**src/rtl/updown_mod_counter.sv**
```systemverilog
// Modulo-MODULO up/down counter with step, enable, clear, load, terminal count and wrap pulse.
// Define UPDOWN_MOD_COUNTER_SATURATE_EN to clamp at the range ends instead of wrapping.
module updown_mod_counter #(
  parameter int WIDTH  = 4,
  parameter int MODULO = 2**WIDTH
) (
  input  logic             clk,
  input  logic             rstn,
  input  logic             en,
  input  logic             up,
  input  logic [WIDTH-1:0] step,
  input  logic             clr,
  input  logic             load,
  input  logic [WIDTH-1:0] load_val,
  output logic [WIDTH-1:0] out,
  output logic             tc,
  output logic             ovf
);

  localparam logic [WIDTH:0]   MOD_W  = (WIDTH+1)'(MODULO);
  // Truncated modulus: WIDTH-bit arithmetic is exact because wrapped results lie in 0..MODULO-1.
  localparam logic [WIDTH-1:0] MOD_LO = WIDTH'(MODULO);
  localparam logic [WIDTH-1:0] MAX    = WIDTH'(MODULO - 1);

  logic [WIDTH:0]   sum;
  logic             wrap_up;
  logic             wrap_dn;
  logic [WIDTH-1:0] nxt_up;
  logic [WIDTH-1:0] nxt_dn;
  logic [WIDTH-1:0] nxt_out;
  logic             nxt_ovf;

  assign sum     = {1'b0, out} + {1'b0, step};
  assign wrap_up = (sum >= MOD_W);
  assign wrap_dn = (out < step);

`ifdef UPDOWN_MOD_COUNTER_SATURATE_EN
  assign nxt_up = wrap_up ? MAX : sum[WIDTH-1:0];
  assign nxt_dn = wrap_dn ? '0  : out - step;
`else
  assign nxt_up = wrap_up ? out + step - MOD_LO : sum[WIDTH-1:0];
  assign nxt_dn = wrap_dn ? out + MOD_LO - step : out - step;
`endif

  always_comb begin
    nxt_out = out;
    nxt_ovf = 1'b0;
    if (clr) begin
      nxt_out = '0;
    end else if (load) begin
      nxt_out = (load_val > MAX) ? MAX : load_val;
    end else if (en) begin
      nxt_out = up ? nxt_up : nxt_dn;
      nxt_ovf = up ? wrap_up : wrap_dn;
    end
  end

  always_ff @(posedge clk or negedge rstn) begin
    if (!rstn) begin
      out <= '0;
      ovf <= 1'b0;
    end else begin
      out <= nxt_out;
      ovf <= nxt_ovf;
    end
  end

  assign tc = up ? (out == MAX) : (out == '0);

endmodule

```
**config.mk**
```make
export PLATFORM = sky130hd
export DESIGN_NAME = updown_mod_counter
export DESIGN_NICKNAME = d
export VERILOG_FILES = /design/src/rtl/updown_mod_counter.sv
export SDC_FILE = /design/constraint.sdc
export NUM_CORES = 1
export LEC_CHECK = 0
export BUFFER_PORTS_ARGS = -buffer_cell sky130_fd_sc_hd__buf_2
export CORE_AREA = 2 2 45 47
export CTS_BUF_LIST = sky130_fd_sc_hd__clkbuf_4
export CTS_CLUSTER_DIAMETER = 60
export DETAILED_ROUTE_END_ITERATION = 16
export DIE_AREA = 0 0 47 49
export PLACE_DENSITY = 0.54
export SLEW_MARGIN = 30
export SYNTH_ARGS = -nofsm -noshare
export SYNTH_HDL_FRONTEND = slang
export SYNTH_SLANG_ARGS = --single-unit
```
**constraint.sdc**
```tcl
create_clock -name clk -period 2.42 [get_ports clk]
set_clock_uncertainty 0.15 [all_clocks]
set_input_delay 0.121 -clock clk [delete_from_list [all_inputs] [get_ports clk]]
set_output_delay 0.121 -clock clk [all_outputs]
set_load 0.01 [all_outputs]
```
## After elaboration in Yosys (flattened, before gate mapping)

Cells that the tools add are included.
W data, S select, Z words.

- Reduce and logical (&&, ||, !) cells: 2
- $add $sub $neg: 3
- Muxes and demuxes: 11
- Equal/unequal tests: 1
- $lt $le $gt $ge: 3

Operators with widths:

| kind | count |
|---|---|
| $mux W4 | 6 |
| $add A4 B4 Y5 | 1 |
| $ge A5 B5 Y1 const B | 1 |
| $mux W1 | 5 |
| $add A4 B4 Y4 | 1 |
| $eq A4 B4 Y1 const B | 1 |
| $gt A4 B4 Y1 const B | 1 |
| $logic_not A4 Y1 | 1 |
| $lt A4 B4 Y1 | 1 |
| $sub A4 B4 Y4 | 1 |
| $reduce_bool A3 Y1 | 1 |

- Output and inout port bits: 6
- Input port bits: 14
- Word-level logic and storage cells: 22
- Register bits: 5

## Depth between registers and ports, before layout

- Depth in word-level cells: 7
- Depth in mapped cells: 7
- Mapped depth without buffers: 7

## Worst setup path before layout

No wires, ideal clock.

- Kind: register to register
- From: register out[0]
- To: register out[2]
- Library setup time: 0.128 ns
- Arrival: 1.774 ns
- Buffers on the path: 0
- Stages on the path, launching flop included: 8
- Period minus slack after synthesis: 2.051 ns
- Data required time: 2.142 ns
- Slack: 0.369 ns
- Cell sequence: dfrtp_1 -> ha_1 -> inv_1 -> fa_1 -> and2_1 -> or3_1 -> a311oi_1 -> nor3_1

- Longest elaborated chain between the ends: 7
- Elaborated cells between the ends (all ways): 9
- Classes of those cells: add/sub (3); order compare (1); mux (5)

RTL lines:

| item | RTL line | RTL |
|---|---|---|
| from (decl) | 15 | `output logic [WIDTH-1:0] out,` |
| from (signal assigned) | 63 | `out <= nxt_out;` |
| $add A4 B4 Y5 | 33 | `assign sum = {1'b0, out} + {1'b0, step};` |
| $ge A5 B5 Y1 | 34 | `assign wrap_up = (sum >= MOD_W);` |
| $mux W4 | 41 | `assign nxt_up = wrap_up ? out + step - MOD_LO : sum[WIDTH-1:0];` |
| $mux W4 (*) | 53 | `nxt_out = up ? nxt_up : nxt_dn;` |
| $mux W4 (*) | 52 | `end else if (en) begin` |
| $mux W4 (*) | 50 | `end else if (load) begin` |
| $mux W4 (*) | 48 | `if (clr) begin` |

Mark *: on every way between the ends. The rest lies on a longest branch, timed or not. The select of a mux whose other input is x is not followed.
A chain may end at the register's enable or synchronous reset.

## Worst setup path after layout

Same ends and word-level chain as after synthesis.

==> impl_metrics.xml <==
<?xml version="1.0" encoding="UTF-8"?>
<metrics>
  <group name="global_route">
    <metric name="number_of_antenna_violations_at_the_first_check_in_global_routing" unit="">0</metric>
    <metric name="first_pass_grt_wire_length" unit="um">2250</metric>
    <metric name="gr-usage-all-layers" unit="%">13.2</metric>
    <metric name="grt_max_degree" unit="">12</metric>
    <metric name="globalRoute.totalOverflow" unit="">0</metric>
    <metric name="first_global_vias" unit="">529</metric>
  </group>
  <group name="setup_path">
    <metric name="type_of_element_capturing_the_critical_path" unit="">flop</metric>
    <metric name="cp_data_required_time" unit="ns">2.39</metric>
    <metric name="worst_setup_path_start_kind" unit="">flop</metric>
    <metric name="critical_path_peak_fanout" unit="">5</metric>
    <metric name="cp_slowest_stage_delay" unit="ns">0.40</metric>
    <metric name="timing.critical_path.slowest_stage_cell" unit="">sky130_fd_sc_hd__dfrtp_1</metric>
    <metric name="crit_cells" unit="">7</metric>
    <metric name="cp_top_family" unit="">simple AND/OR/NAND/NOR gates</metric>
    <metric name="timing.critical_path.cells" unit="">ha_1, inv_1, fa_1, and2_1, or3_1, a311oi_1, nor3_1</metric>
    <metric name="worstPathBufferInverterCount" unit="">1</metric>
    <metric name="r2r.worst_path.cells" unit="">7</metric>
    <metric name="critPathKind" unit="">reg -&gt; reg</metric>
    <metric name="cp_data_arrival_time" unit="ns">2.09</metric>
  </group>
  <group name="clock_tree">
    <metric name="ctsRootBufferMaster" unit="">sky130_fd_sc_hd__clkbuf_4</metric>
    <metric name="worstSkewPairLatency" unit="ns">0.24</metric>
    <metric name="numCtsBuffers" unit="">3</metric>
    <metric name="cts_setup_buffers" unit="">0</metric>
    <metric name="tritoncts_num_sinks" unit="">5</metric>
    <metric name="h-tree-depth" unit="">1</metric>
    <metric name="cts_tree" unit="">yes</metric>
    <metric name="cts.path.max_buffers" unit="">2</metric>
    <metric name="path_clk_slew" unit="ns">0.04</metric>
  </group>
  <group name="power_and_ir_drop">
    <metric name="power.leakage" unit="nW">0.388</metric>
    <metric name="powerDensity" unit="nW/um^2">420</metric>
    <metric name="vdd_ir_drop_max" unit="mV">0.462</metric>
  </group>
  <group name="sta">
    <metric name="hold_vio_cnt_final" unit="">0</metric>
    <metric name="finalSetupViolCount" unit="">0</metric>
    <metric name="relSlewSlack" unit="%">82.5</metric>
    <metric name="setup_repair_after_global_routing_missed_its_margin" unit="">false</metric>
    <metric name="final_min_period_over_clock_period" unit="%">87.7</metric>
    <metric name="timing.final.max_slew_violations" unit="">0</metric>
    <metric name="setup-tns-final" unit="ns">0</metric>
    <metric name="minimum_clock_period_after_layout" unit="ns">2.12</metric>
    <metric name="max_freq" unit="MHz">471</metric>
    <metric name="holdWs" unit="ns">0.0168</metric>
    <metric name="worst-slew-pin-transition" unit="ns">0.260</metric>
    <metric name="finalWorstSetupSlack" unit="ns">0.298</metric>
  </group>
  <group name="logic_synthesis">
    <metric name="syn_inst" unit="">69</metric>
    <metric name="synth.yosys.warnings" unit="">0</metric>
    <metric name="ys_ff_latch" unit="">5</metric>
    <metric name="netlist_area" unit="um^2">601</metric>
    <metric name="ys_seq_area_share" unit="%">20.8</metric>
    <metric name="postSynthNetCount" unit="">93</metric>
    <metric name="synth.distinct_cells" unit="">29</metric>
    <metric name="synthDominantCellAreaShare" unit="%">20.8</metric>
    <metric name="postSynthAreaPerCell" unit="um^2">8.70</metric>
    <metric name="synth_largest_area_cell" unit="">sky130_fd_sc_hd__dfrtp_1</metric>
    <metric name="yosys-top-cells-area" unit="">sky130_fd_sc_hd__dfrtp_1 21%, sky130_fd_sc_hd__ha_1 17%, sky130_fd_sc_hd__fa_1 6.7%</metric>
  </group>
  <group name="job">
    <metric name="drv_cap" unit="">0</metric>
  </group>
  <group name="floorplanning">
    <metric name="dieHeight" unit="um">49</metric>
    <metric name="floorplan.die.width" unit="um">47</metric>
    <metric name="io_pins" unit="">20</metric>
    <metric name="floorplan.initialDensity" unit="%">32.6</metric>
    <metric name="rows" unit="">16</metric>
    <metric name="overall_die_area" unit="um^2">2300</metric>
    <metric name="fp.coreArea" unit="um^2">1840</metric>
  </group>
  <group name="layout">
    <metric name="antenna_cells_inserted" unit="">0</metric>
    <metric name="layout.cells.most_common_list" unit="">19 x sky130_fd_sc_hd__buf_2, 8 x sky130_fd_sc_hd__inv_1, 8 x sky130_fd_sc_hd__ha_1</metric>
    <metric name="synthToLayoutAreaGrowth" unit="%">29.8</metric>
    <metric name="final_util" unit="%">42.3</metric>
    <metric name="layout_cells_sized_above_1" unit="%">30.1</metric>
    <metric name="finalNetCount" unit="">118</metric>
    <metric name="layout.cells.most_common" unit="">sky130_fd_sc_hd__buf_2</metric>
  </group>
  <group name="detailed_routing">
    <metric name="vias_per_cell" unit="">4.69</metric>
    <metric name="detail_route.iter0.violations" unit="">1</metric>
    <metric name="num_vias" unit="">563</metric>
    <metric name="routed_wirelength" unit="um">1340</metric>
    <metric name="drtPass1Iterations" unit="">4</metric>
    <metric name="wire_per_inst" unit="um">11.2</metric>
    <metric name="detail_route.drc_violations" unit="">0</metric>
    <metric name="number_of_routed_nets_with_antenna_violations" unit="">0</metric>
  </group>
  <group name="min_path">
    <metric name="whs_path_depth" unit="">3</metric>
    <metric name="min-delay-path-class" unit="">in -&gt; reg</metric>
  </group>
  <group name="placed_design">
    <metric name="finalWeightedCongestion" unit="">0.758</metric>
    <metric name="buffers_on_ports" unit="">19</metric>
    <metric name="dp_hpwl" unit="um">1160</metric>
    <metric name="pre_cts_ws" unit="ns">0.331</metric>
  </group>
  <group name="run_status">
    <metric name="status" unit="">completed</metric>
  </group>
</metrics>
[where the power goes]
group / internal (mW) / switching, mW
clock: 0.0733 / 0.0307
combinational: 0.0590 / 0.0620
sequential: 0.0913 / 0.0108
total: 0.223 / 0.104
[per-layer routing]
layer | routed length, um | track usage (%)
met2 | 640 | 20.3
met1 | 650 | 19.2
met3 | 52 | 3.33
met4 | 0 | 1.39
met5 | 0 | 0
[worst paths after layout]
| check | to | startpoint | slack [ns] |
|---|---|---|---|
| setup / recovery | out[2]$_DFFE_PN0P_ | out[0]$_DFFE_PN0P_ | 0.30 |
| hold / removal | out[2]$_DFFE_PN0P_ | load_val[2] | 0.02 |
| setup reg to reg | out[2]$_DFFE_PN0P_ | out[0]$_DFFE_PN0P_ | 0.30 |
| hold reg to reg | out[0]$_DFFE_PN0P_ | out[0]$_DFFE_PN0P_ | 0.64 |
| max in group asynchronous | out[2]$_DFFE_PN0P_ | rstn | 1.91 |
| min in group asynchronous | out[3]$_DFFE_PN0P_ | rstn | 0.08 |
[registers in the layout, indices dropped and copies added (netlist names)]
register and cells:
out 4, ovf 1
[cell usage after synthesis]
library cell and number:
sky130_fd_sc_hd__and3_1 1, sky130_fd_sc_hd__nand4bb_1 1, sky130_fd_sc_hd__mux2_2 1, sky130_fd_sc_hd__a2111oi_2 1
sky130_fd_sc_hd__and2_1 1, sky130_fd_sc_hd__buf_2 2, sky130_fd_sc_hd__nand3b_1 1, sky130_fd_sc_hd__inv_1 8
sky130_fd_sc_hd__nand3_1 1, sky130_fd_sc_hd__o21ba_2 1, sky130_fd_sc_hd__or3_1 1, sky130_fd_sc_hd__nand2_1 1
sky130_fd_sc_hd__or4_1 1, sky130_fd_sc_hd__dfrtp_1 5, sky130_fd_sc_hd__nor3b_1 2, sky130_fd_sc_hd__fa_1 2
sky130_fd_sc_hd__nand4_1 1, sky130_fd_sc_hd__ha_1 8, sky130_fd_sc_hd__mux2i_1 4, sky130_fd_sc_hd__a21oi_1 3
sky130_fd_sc_hd__nor3_1 3, sky130_fd_sc_hd__or3b_1 1, sky130_fd_sc_hd__and2b_2 1, sky130_fd_sc_hd__o21ai_1 1
sky130_fd_sc_hd__or2_2 1, sky130_fd_sc_hd__nor2_1 4, sky130_fd_sc_hd__nor2b_1 5, sky130_fd_sc_hd__a311oi_1 1
sky130_fd_sc_hd__o21ai_0 6
[logic make-up (layout without fill, tap and decap cells)]
| logic type | Yosys count | count (layout) | synth area share, % |
|---|---|---|---|
| buffers and inverters | 10 | 34 | 6.67 |
| AND/OR/NAND/NOR | 26 | 26 | 26.7 |
| flip-flops | 5 | 5 | 20.8 |
| adder cells (fa/ha/maj) | 10 | 10 | 23.3 |
| multiplexers | 5 | 5 | 8.54 |
| AO/OA/AOI/OAI | 13 | 13 | 14.0 |
[worst register-to-register path, cell delays in order (launching register included)]
cell and delay, ns:
sky130_fd_sc_hd__dfrtp_1 0.40, sky130_fd_sc_hd__ha_1 0.18, sky130_fd_sc_hd__inv_1 0.05, sky130_fd_sc_hd__fa_1 0.38, sky130_fd_sc_hd__and2_1 0.16, sky130_fd_sc_hd__or3_1 0.34
sky130_fd_sc_hd__a311oi_1 0.26, sky130_fd_sc_hd__nor3_1 0.08
[stage by stage]
step / total power, mW / std cells / instance area (um^2)
6_report: 0.327 / 120 / 779
3_3_place_gp: 0.221 / 113 / 719
5_1_grt: 0.357 / 120 / 779
4_1_cts: 0.333 / 120 / 779
2_1_floorplan: 0.178 / 69 / 601
3_5_place_dp: 0.222 / 113 / 719
[layout make-up]
class                   count  area (um^2)
clock buffers               4         30.0
well taps                  27         33.8
inverters                   8         30.0
fillers                   202         1060
multi-input cells          54          435
flip-flops and latches      5          125
repair buffers             22          125
[timing repair]
action,in CTS,in global routing
resized for setup,0,0
hold buffers,3,0
hold endpoints to repair,7,0
Note: power is estimated with default switching activity, not from simulation.
